$ cat src/rtl/sprite_load_ctrl.sv
// Sprite RAM write-port controller: streams one ROM frame in vblank
// and shares the write port with a host writer while idle.
module sprite_load_ctrl #(
    parameter int CD   = 12,
    parameter int ADDR = 10,
    parameter int FW   = 2
) (
    input  logic               clk,
    input  logic               rst_n,
    input  logic               vblank_start,
    input  logic [FW-1:0]      frame_sel,
    input  logic               reload,
    input  logic               host_we,
    input  logic [ADDR-1:0]    host_addr,
    input  logic [CD-1:0]      host_data,
    output logic               host_ready,
    output logic [FW+ADDR-1:0] rom_addr,
    input  logic [CD-1:0]      rom_data,
    output logic               we,
    output logic [ADDR-1:0]    addr_w,
    output logic [CD-1:0]      pixel_in,
    output logic               busy,
    output logic               done,
    output logic [FW-1:0]      cur_frame
);

    typedef enum logic [1:0] {
        S_IDLE,
        S_LOAD,
        S_DRAIN
    } state_t;

    state_t r_state;
    state_t w_next;

    logic [ADDR-1:0] r_cnt;
    logic [ADDR-1:0] r_a1;
    logic            r_v1;
    logic            r_drain;
    logic            r_loaded;
    logic            r_pend;
    logic [FW-1:0]   r_frame;
    logic            r_we;
    logic [ADDR-1:0] r_addr_w;
    logic [CD-1:0]   r_pixel;
    logic            r_done;
    logic [FW-1:0]   r_cur;

    logic w_start;
    logic w_drain_end;
    logic w_need;
    logic w_host_go;

    assign w_need = !r_loaded || (frame_sel != r_cur) || r_pend;

    always_ff @(posedge clk) begin
        if (!rst_n) begin
            r_state <= S_IDLE;
        end else begin
            r_state <= w_next;
        end
    end

    always_comb begin
        w_next      = r_state;
        w_start     = 1'b0;
        w_drain_end = 1'b0;
        unique case (r_state)
            S_IDLE: begin
                if (vblank_start && w_need) begin
                    w_start = 1'b1;
                    w_next  = S_LOAD;
                end
            end
            S_LOAD: begin
                if (r_cnt == {ADDR{1'b1}}) begin
                    w_next = S_DRAIN;
                end
            end
            S_DRAIN: begin
                if (r_drain) begin
                    w_next      = S_IDLE;
                    w_drain_end = 1'b1;
                end
            end
            default: begin
                w_next = S_IDLE;
            end
        endcase
    end

    // Counter, latched frame and the reload/loaded bookkeeping
    always_ff @(posedge clk) begin
        if (!rst_n) begin
            r_cnt    <= '0;
            r_frame  <= '0;
            r_drain  <= 1'b0;
            r_loaded <= 1'b0;
            r_pend   <= 1'b0;
            r_cur    <= '0;
            r_done   <= 1'b0;
        end else begin
            r_drain <= (r_state == S_DRAIN);
            r_done  <= w_drain_end;
            if (w_start) begin
                r_frame <= frame_sel;
                r_cnt   <= '0;
            end else if (r_state == S_LOAD) begin
                r_cnt <= r_cnt + 1'b1;
            end
            if (w_start) begin
                r_pend <= 1'b0;
            end else if (reload) begin
                r_pend <= 1'b1;
            end
            if (w_drain_end) begin
                r_cur    <= r_frame;
                r_loaded <= 1'b1;
            end
        end
    end

    assign w_host_go = (r_state == S_IDLE) && host_we;

    // ROM data arrives one cycle after its address; v1/a1 track it
    always_ff @(posedge clk) begin
        if (!rst_n) begin
            r_v1     <= 1'b0;
            r_a1     <= '0;
            r_we     <= 1'b0;
            r_addr_w <= '0;
            r_pixel  <= '0;
        end else begin
            r_v1 <= (r_state == S_LOAD);
            r_a1 <= r_cnt;
            r_we <= r_v1 || w_host_go;
            if (w_host_go) begin
                r_addr_w <= host_addr;
                r_pixel  <= host_data;
            end else begin
                r_addr_w <= r_a1;
                r_pixel  <= rom_data;
            end
        end
    end

    assign host_ready = (r_state == S_IDLE);
    assign busy       = (r_state != S_IDLE);
    assign rom_addr   = {r_frame, r_cnt};
    assign we         = r_we;
    assign addr_w     = r_addr_w;
    assign pixel_in   = r_pixel;
    assign done       = r_done;
    assign cur_frame  = r_cur;

endmodule

$ cat config.mk
export PLATFORM = sky130hd
export DESIGN_NAME = sprite_load_ctrl
export DESIGN_NICKNAME = d
export VERILOG_FILES = /design/src/rtl/sprite_load_ctrl.sv
export SDC_FILE = /design/constraint.sdc
export NUM_CORES = 1
export LEC_CHECK = 0
export CORE_ASPECT_RATIO = 0.5
export CORE_MARGIN = 10
export CORE_UTILIZATION = 58
export CTS_CLUSTER_SIZE = 40
export DETAILED_ROUTE_END_ITERATION = 10
export DONT_BUFFER_PORTS = 1
export PLACE_DENSITY = 0.76
export SLEW_MARGIN = 20
export SYNTH_ARGS = -nofsm -noshare
export SYNTH_HDL_FRONTEND = slang
export SYNTH_SLANG_ARGS = --single-unit
$ cat constraint.sdc
create_clock -name clk -period 1.5 [get_ports clk]
set_clock_uncertainty 0.1 [all_clocks]
set_input_delay 0.225 -clock clk [delete_from_list [all_inputs] [get_ports clk]]
set_output_delay 0.225 -clock clk [all_outputs]
set_load 0.01 [all_outputs]
==> results of run 1 <==
state kept, by name, summed over array words and instances, names as in the netlist:
register and cells:
r_drain 1, r_frame 2, r_state 2, addr_w 10, r_loaded 1, r_cnt 10
pixel_in 12, r_v1 1, we 1, r_a1 10, r_pend 1, done 1
cur_frame 2
per-stage QoR:
step           setup WS (ns)  power (mW)  hold WS, ns  cells  cell area, um2
2_1_floorplan        0.08268       1.685       0.2408    212            1998
4_1_cts              0.04161       2.772      0.07243    303            2623
3_3_place_gp         0.09886       1.707       0.2430    257            2118
6_report             0.06471       2.765      0.08624    303            2635
3_5_place_dp         0.05352       1.714       0.2489    257            2118
5_1_grt             0.001184       2.866      0.09421    303            2635
how the worst max path moves through the flow:
stage | startpoint | endpoint | slack (ns) | cells after the start
6_report | r_state[0] | pixel_in[2] | 0.06 | 5
5_1_grt | r_cnt[0] | r_state[1] | 0.001 | 5
3_3_place_gp | cur_frame[1] | r_cnt[9] | 0.1 | 4
3_5_place_dp | r_state[0] | r_cnt[9] | 0.05 | 4
2_1_floorplan | r_cnt[3] | r_cnt[9] | 0.08 | 4
4_1_cts | r_state[0] | r_cnt[9] | 0.04 | 4
repair_timing:
item                                    in CTS  in global routing
endpoints found under the setup margin       0                 16
hold buffers                                38                  0
endpoints found under the hold margin       44                  0
resized for setup                            0                  5
layer usage:
layer	wire, um	vias up	GRT usage
met3	638	9	0.08715
met4	95	0	0.07269
met5	0	-	0
met1	2066	746	0.1819
met2	2499	70	0.2861
li1	-	785	-
where the power goes:
| part | internal, mW | switching, mW | leakage, nW |
|---|---|---|---|
| logic | 0.138 | 0.120 | 0.592 |
| clock network | 0.496 | 0.478 | 0.0504 |
| registers | 1.48 | 0.0486 | 0.441 |
| total | 2.12 | 0.647 | 1.08 |
layout make-up:
| class | instances | area [um2] | share of cell area |
|---|---|---|---|
| repair buffers | 54 | 523.0 | 0.1985 |
| clock buffers | 5 | 68.82 | 0.02612 |
| inverters | 1 | 3.754 | 0.001424 |
| clock inverters | 3 | 45.04 | 0.01709 |
| multi-input cells | 146 | 860.8 | 0.3267 |
| well taps | 40 | 50.05 | 0.01899 |
| flip-flops and latches | 54 | 1084 | 0.4112 |
worst max-delay path, delay by kind of cell (launching register included):
| kind | cells | cell delay, ns |
|---|---|---|
| compound gates | 1 | 0.22 |
| buf+inv | 1 | 0.15 |
| simple gates | 3 | 0.50 |
| flops | 1 | 0.36 |
kinds of logic (layout without fill, tap and decap cells):
kind of cell / count (synthesis) / count (layout)
AND/OR/NAND/NOR: 101 / 101
flip-flops: 54 / 54
AO/OA/AOI/OAI: 33 / 33
buffers and inverters: 12 / 63
XOR/XNOR: 10 / 10
adder cells (fa/ha/maj): 1 / 1
multiplexers: 1 / 1
layout by cell type (no fill, tap or decap), drive strengths merged:
master        n
and2         13
nand4         3
and2b         1
buf          17
a21oi         1
and4          1
dlygate4sd3  37
o21a          2
bufinv        1
nand2        55
nor3b         1
ha            1
and3          2
and4b         2
xor2          9
clkbuf        5
o311ai        1
nor2b         2
o21ai         3
inv           1
xnor2         1
dfxtp        54
nand2b        1
mux2i         1
clkinvlp      2
a21boi       25
nand3         7
or3           1
a21o          1
nor2         12
==> run_results.csv, run 1 <==
group,metric,value,unit
yosys,synthSimpleGateAreaFrac,0.2423,
worst_setup_path,cp.arrival,1.55,ns
pwr,powerDensity,1049,nW/um2
clocking,htreeDepth,2,
floorplan,die_area,6335,um2
yosys,syn_area,1998,um2
floorplan,start_util,0.6337,
min_path,min_path_cells,2,
grt,grt_max_degree,46,
run_status,outcome,"complete, no violations",
detailed_routing,drt_wl_total,5300,um
floorplan,core-area,3153,um2
worst_setup_path,critPathRequiredTime,1.62,ns
finish,area_growth_syn_to_layout,31.87,%
clocking,cts.clk_slew.worst_paths,0.09,ns
finish,drive_gt1_frac,0.1331,
grt,overflow,0,
grt,grt_pass1_vias,1566,
place,dpl.hpwl,3336,um
finish,fillers,184,
floorplan,die_w,103.0,um
yosys,synth_xor_area_frac,0.04383,
min_path,whs_endpoint,"r_cnt[0]",
yosys,synthMuxAreaShare,0.005009,
yosys,ys_warn_count,0,
yosys,ys.flop_type,"dfxtp_1",
clocking,clock_sinks,54,
timing,post-route-period-util,0.9569,
timing,slew_violations,0,
detailed_routing,drc,0,
worst_setup_path,timing.rr.end,"pixel_in[2]",
clocking,cts_made_buffers,5,
yosys,netlist_instances,212,
timing,period_minus_slack,1.435,ns
worst_setup_path,reg2reg_from,"r_state[0]",
yosys,synth_commonest_cells,"55 x nand2_1, 54 x dfxtp_1, 23 x a21boi_0",
clocking,insertion_delay,0.31,ns
yosys,synth_top_cell_area_share,0.5410,
detailed_routing,via_count,1610,
timing,fin_setup_tns,0,ns
worst_setup_path,start_kind,"register",
floorplan,core.rowCount,14,
worst_setup_path,crit_fanout,23,
place,gp_congestion,0.7708,
yosys,synthAdderAreaFrac,0.006262,
worst_setup_path,critPathKind,"reg -> reg",
yosys,synth_enable_flop_cells,0,
clocking,ctsLongestPathBuffers,2,
finish,finish.utilization,0.8357,
yosys,synth_seq_area_share,0.5410,
yosys,synth_seq_cells,54,
worst_setup_path,endpoint_kind,"register",
yosys,ys_types,33,
finish,diodes,0,
floorplan,die_h,61.51,um
grt,grt_pass1_wl,8100,um
floorplan,pin_count,81,
worst_setup_path,path_cells,"nor2_4, and2_4, buf_12, nand2_1, a21boi_0",
worst_setup_path,rrSetupSlack,0.06,ns
yosys,synth_top_family_by_area,"simple AND/OR/NAND/NOR gates",
worst_setup_path,rr_worst_depth,5,
grt,grtUsageTotal,0.1705,
yosys,yosysMostFrequentCell,"nand2_1",
timing,fmax,0.6967,GHz
clocking,cts_tree,"done",
place,io_buffers,0,
timing,setup_violations,0,
yosys,yosysTopAreaCell,"dfxtp_1",
pwr,ir_drop,0.7232,mV
yosys,synth_compound_area_frac,0.1284,
timing,rsz0062_at_grt,"false",
grt,grt_antenna_before_repair,0,
min_path,hold_path_class,"in -> reg",
yosys,synth_nets,254,
clocking,cts_root_buf,"clkbuf_8",
timing,slew_headroom,0.7387,
worst_setup_path,slowest_delay,0.36,ns
yosys,synth.avg_cell_area,9.425,um2
detailed_routing,routedWlPerCell,17.49,um
timing,worstMarginPinSlew,0.3912,ns
detailed_routing,ant_nets,0,
yosys,async_flop_share,0,
clocking,post_cts_buffers,0,
pwr,p_leak,1.083,nW
timing,finalHoldViolations,0,
job,max_cap_viol_count,0,
worst_setup_path,slowest_stage,"dfxtp_2",
finish,fin_nets,304,
detailed_routing,first_pass_iters,4,
min_path,hold_start,"rst_n",
detailed_routing,dr.first_iter.drc_count,63,
yosys,synth_area_leaders,"dfxtp_1 54%, nand2_1 10%, a21boi_0 8.6%",
detailed_routing,viasPerCell,5.314,
Note: power is estimated with default switching activity, not from simulation.
==> run 2: changes to the inputs <==
Settings changed: CTS_CLUSTER_DIAMETER set to 30.
Clock period 1.5 ns to 1.8 ns, I/O delays scaled along.
==> run 2 against run 1 <==
- critical path depth down 1
- global-route usage decreased by 3.0 points
- routed wire length fell by 12%
- core utilization decreased by 9.8 points
- sequential share of layout area increased by 5.4 points
- first-iteration DRC count is 21% lower
- hold slack worse by 0.084 ns
- final cell count shrank 9.2%
- fmax shrank 11%
- critical path type unchanged
- non-clock buffer count decreased by 28
- critical endpoint is now r_cnt[9]
- clock-buffer cell count stayed put
==> run_results.csv, run 2 (same netlist as run 1, synthesis figures left out) <==
group,metric,value,unit
run_status,outcome,"complete, no violations",
clocking,htreeDepth,2,
min_path,whs_endpoint,"addr_w[3]",
worst_setup_path,path_cells,"xor2_1, o311ai_4, nand2_1, a21oi_1",
timing,worstMarginPinSlew,0.4366,ns
floorplan,core-area,3153,um2
min_path,min_path_cells,2,
floorplan,die_w,103.0,um
worst_setup_path,reg2reg_from,"cur_frame[1]",
floorplan,die_h,61.51,um
floorplan,die_area,6335,um2
worst_setup_path,timing.rr.end,"r_cnt[9]",
worst_setup_path,crit_fanout,11,
clocking,insertion_delay,0.30,ns
place,dpl.hpwl,3152,um
grt,overflow,0,
pwr,powerDensity,906.6,nW/um2
timing,setup_violations,0,
finish,multiInputGateArea,850.8,um2
floorplan,start_util,0.6337,
finish,finalInstanceArea,2325,um2
min_path,hold_path_class,"in -> reg",
worst_setup_path,critPathKind,"reg -> reg",
pwr,p_leak,0.9361,nW
clocking,cts_made_buffers,5,
place,io_buffers,0,
worst_setup_path,slowest_delay,0.37,ns
timing,slew_headroom,0.7080,
finish,fin_nets,276,
worst_setup_path,endpoint_kind,"register",
timing,rsz0062_at_grt,"false",
job,max_cap_viol_count,0,
min_path,hold_start,"host_addr[3]",
grt,grt_max_degree,33,
timing,fmax,0.6190,GHz
clocking,cts.clk_slew.worst_paths,0.10,ns
finish,largest_reg_flops,12,
grt,grt_pass1_vias,1407,
worst_setup_path,rr_worst_depth,4,
worst_setup_path,cp.arrival,1.75,ns
clocking,cts_tree,"done",
clocking,ctsLongestPathBuffers,2,
clocking,clock_sinks,54,
finish,layout_commonest_cell,"nand2_1",
finish,stdcell_count,275,
finish,fillers,228,
worst_setup_path,slowest_stage,"dfxtp_1",
grt,grt_antenna_before_repair,0,
floorplan,pin_count,81,
timing,finalHoldViolations,0,
timing,fin_setup_tns,0,ns
finish,area_growth_syn_to_layout,16.34,%
clocking,cts_root_buf,"clkbuf_8",
detailed_routing,drt_wl_total,4650,um
worst_setup_path,rrSetupSlack,0.18,ns
place,placed_area,2031,um2
timing,post-route-period-util,0.8975,
worst_setup_path,critPathRequiredTime,1.93,ns
detailed_routing,drc,0,
detailed_routing,dr.first_iter.drc_count,50,
detailed_routing,viasPerCell,5.265,
detailed_routing,ant_nets,0,
detailed_routing,via_count,1448,
finish,mostFrequentLayoutCells,"55 x nand2_1, 54 x dfxtp_1, 23 x a21boi_0, 20 x dlygate4sd3_1, 12 x and2_1",
finish,diodes,0,
place,gp_congestion,0.7515,
finish,regArea,1081,um2
detailed_routing,routedWlPerCell,16.91,um
detailed_routing,first_pass_iters,6,
finish,drive_gt1_frac,0.08085,
timing,slew_violations,0,
pwr,ir_drop,0.5282,mV
grt,grtUsageTotal,0.1402,
grt,grt_pass1_wl,7044,um
floorplan,core.rowCount,14,
worst_setup_path,start_kind,"register",
place,placed_cells,247,
timing,period_minus_slack,1.615,ns
clocking,post_cts_resized,0,
==> run 2: cell count changes in the layout (fill, tap and decap cells not counted), sizes merged <==
| cell | delta |
|---|---|
| buf | -11 |
| bufinv | -1 |
| clkinv | +1 |
| clkinvlp | -1 |
| dlygate4sd3 | -17 |
| inv | +1 |
==> run 2: cell type report <==
cell class,instances,area share
Clock inverter,3,0.01076
Inverter,1,0.001615
Timing Repair Buffer,26,0.1055
Clock buffer,5,0.02960
Sequential cell,54,0.4650
Tap cell,40,0.02153
Multi-Input combinational cell,146,0.3660
==> run 2: what timing repair did <==
action / 4_1_cts / 5_1_grt
hold buffers: 17 / 3
setup buffers: 0 / 0
setup endpoints to repair: 0 / 0
endpoints found under the hold margin: 28 / 5
==> run 2: critical path, delay by kind of cell, from the launching register on <==
family          cells  cell delay (ns)
xor+xnor            1             0.20
flops               1             0.37
compound gates      2             0.56
simple gates        1             0.32
==> run 2: how the worst max path moves through the flow <==
| stage | startpoint | endpoint | slack [ns] |
|---|---|---|---|
| floorplan | r_cnt[3] | r_cnt[9] | 0.38 |
| global placement | cur_frame[1] | r_cnt[9] | 0.26 |
| detailed placement | cur_frame[1] | r_cnt[9] | 0.20 |
| CTS | cur_frame[1] | r_cnt[9] | 0.18 |
| global route | cur_frame[1] | r_cnt[9] | 0.05 |
| finish | cur_frame[1] | r_cnt[9] | 0.18 |
==> run 2: layer usage <==
metal / GRT usage / part of all wire / vias up
met5: 0 / 0 / -
met4: 0.02947 / 0.0030 / 0
met3: 0.07598 / 0.12 / 2
met2: 0.2350 / 0.45 / 55
met1: 0.1573 / 0.43 / 659
li1: - / - / 732
==> run 2: per-stage QoR <==
stage	util	setup WS (ns)	power, mW	hold WS [ns]
after detailed placement	0.6440	0.1950	1.420	0.2920
after CTS	0.7278	0.1767	2.123	0.0002039
final	0.7373	0.1846	2.108	0.002489
after floorplan	-	0.3827	1.404	0.2858
after global placement	0.6440	0.2562	1.414	0.2890
after global routing	0.7373	0.05042	2.196	-0.007012
==> run 2: report_power, final <==
group | switching (mW) | internal, mW | total [mW]
Sequential | 0.0409 | 1.24 | 1.28
Combinational | 0.0779 | 0.0765 | 0.154
Clock | 0.395 | 0.281 | 0.676
==> run 3: changes to the inputs <==
Settings changed: CELL_PAD_IN_SITES_DETAIL_PLACEMENT set to 0, CELL_PAD_IN_SITES_GLOBAL_PLACEMENT set to 2, CORE_UTILIZATION 58 to 37, PLACE_DENSITY 0.76 to 0.82.
==> run 3 against run 2 <==
- clock power increased by 13%
- first-iteration DRC count increased by 30%
- via count increased by 2.9%
- non-clock buffer count increased by 6
- critical endpoint unchanged
- final cell count increased by 13%
- final area increased by 4.5%
- power increased by 4.5%
- largest power group unchanged
- sequential power about the same
- die area increased by 41%
- sequential share of layout area decreased by 2.0 points
==> run_results.csv, run 3 (same netlist as run 1, synthesis figures left out) <==
group,metric,value,unit
timing,finalHoldViolations,0,
finish,fillers,502,
detailed_routing,drt_wl_total,5138,um
worst_setup_path,cp.arrival,1.69,ns
detailed_routing,first_pass_iters,4,
floorplan,core.rowCount,18,
timing,slew_violations,0,
floorplan,die_w,123.9,um
min_path,min_path_cells,2,
place,gp_congestion,0.7443,
worst_setup_path,path_buf_inv,0,
pwr,p_sw_frac,0.2252,
worst_setup_path,worstSetupPathDepth,4,
finish,fin_nets,282,
floorplan,core-area,5067,um2
worst_setup_path,endpoint_kind,"register",
min_path,hold_path_class,"in -> reg",
place,io_buffers,0,
finish,finish.utilization,0.4793,
finish,diodes,0,
finish,drive_gt1_frac,0.09544,
timing,worstMarginPinSlew,0.4294,ns
clocking,cts.clk_slew.worst_paths,0.09,ns
pwr,ir_drop,0.3457,mV
timing,post-route-period-util,0.8650,
grt,grtUsageTotal,0.1109,
clocking,cts_made_buffers,5,
timing,setup_violations,0,
timing,period_minus_slack,1.557,ns
worst_setup_path,crit_fanout,11,
worst_setup_path,critPathRequiredTime,1.93,ns
worst_setup_path,rr_worst_depth,4,
finish,mostFrequentLayoutCells,"55 x nand2_1, 54 x dfxtp_1, 23 x a21boi_0, 22 x dlygate4sd3_1, 12 x and2_1",
floorplan,start_util,0.3943,
worst_setup_path,start_kind,"register",
detailed_routing,routedWlPerCell,16.52,um
timing,slew_headroom,0.7128,
worst_setup_path,cpLargestDelayFamily,"compound AO/OA/AOI/OAI gates",
timing,fin_ws,0.2431,ns
pwr,clkPwrFrac,0.347,
clocking,post_cts_resized,0,
clocking,insertion_delay,0.30,ns
grt,grt_pass1_wl,8004,um
timing,rsz0062_at_grt,"false",
detailed_routing,viasPerCell,4.791,
grt,grt_pass1_vias,1521,
finish,layout_commonest_cell,"nand2_1",
pwr,switching_power,0.4959,mW
place,placed_cells,281,
worst_setup_path,slowest_stage,"dfxtp_1",
clocking,ctsLongestPathBuffers,2,
timing,holdWs,0.01077,ns
job,max_cap_viol_count,0,
clocking,post_cts_buffers,0,
grt,grt_max_degree,35,
timing,fmax,0.6423,GHz
finish,area_growth_syn_to_layout,21.54,%
clocking,clock_sinks,54,
floorplan,pin_count,81,
floorplan,die_area,8918,um2
place,dpl.hpwl,3516,um
pwr,powerDensity,907.0,nW/um2
floorplan,die_h,71.97,um
clocking,cts_root_buf,"clkbuf_8",
pwr,p_seq_frac,0.579,
worst_setup_path,path_cells,"xor2_1, o311ai_4, nand2_1, a21oi_1",
grt,grt_antenna_before_repair,0,
place,pre_cts_slack,0.2533,ns
clocking,cts_tree,"done",
detailed_routing,dr.first_iter.drc_count,65,
run_status,outcome,"complete, no violations",
pwr,p_leak,0.9782,nW
timing,fin_setup_tns,0,ns
worst_setup_path,critPathKind,"reg -> reg",
finish,stdcell_count,311,
detailed_routing,ant_nets,0,
pwr,p_int,1.707,mW
pwr,pwr-share-comb,0.074,
grt,overflow,0,
clocking,htreeDepth,2,
finish,largest_reg_flops,12,
worst_setup_path,slowest_delay,0.37,ns
detailed_routing,via_count,1490,
detailed_routing,drc,0,
[run 3: cell types whose count changed in the layout (fill, tap and decap cells not counted)]
cell           before  now
clkinv_4            1    0
clkbuf_8            5    8
dlygate4sd3_1      20   22
buf_4               6   10
clkinvlp_4          1    0
inv_6               1    0
[run 3: layer usage]
metal,GRT usage,share of wire
met1,0.1223,0.43
met2,0.1888,0.45
met3,0.05714,0.12
met4,0.02284,0.0043
met5,0,0
[run 3: final timing paths]
path	from	endpoint	slack, ns
worst max-delay path	cur_frame[1]	r_cnt[9]	0.24
worst min-delay path	host_addr[3]	addr_w[3]	0.01
worst max register to register	cur_frame[1]	r_cnt[9]	0.24
worst min register to register	r_a1[4]	addr_w[4]	0.34
[run 3: worst reg2reg max path, stage by stage, from the launching register on]
cell and delay (ns):
dfxtp_1 0.37, xor2_1 0.20, o311ai_4 0.31, nand2_1 0.31, a21oi_1 0.20
[run 3: power by group through the flow]
stage	registers, mW	logic (mW)	clock network (mW)
global placement	1.30	0.117	0
finish	1.28	0.164	0.763
detailed placement	1.31	0.122	0
global route	1.28	0.185	0.852
CTS	1.28	0.159	0.803
floorplan	1.30	0.107	0
[run 3: stage by stage]
step,total power [mW],area (um2)
finish,2.203,2429
global route,2.319,2429
CTS,2.240,2399
detailed placement,1.428,2098
global placement,1.422,2098
floorplan,1.404,1998
[run 3: cell type report]
class                      count  area, um2  share of cell area
clock buffer                   8      110.1             0.04534
tap                           70      87.58             0.03606
inverter                       1      3.754            0.001546
timing repair buffer          32      295.3              0.1216
sequential                    54       1081              0.4451
multi-input combinational    146      850.8              0.3503
[run 3: what timing repair did]
| item | in CTS | in global routing |
|---|---|---|
| endpoints found under the hold margin | 25 | 10 |
| hold buffers | 19 | 3 |
| endpoints found under the setup margin | 0 | 0 |
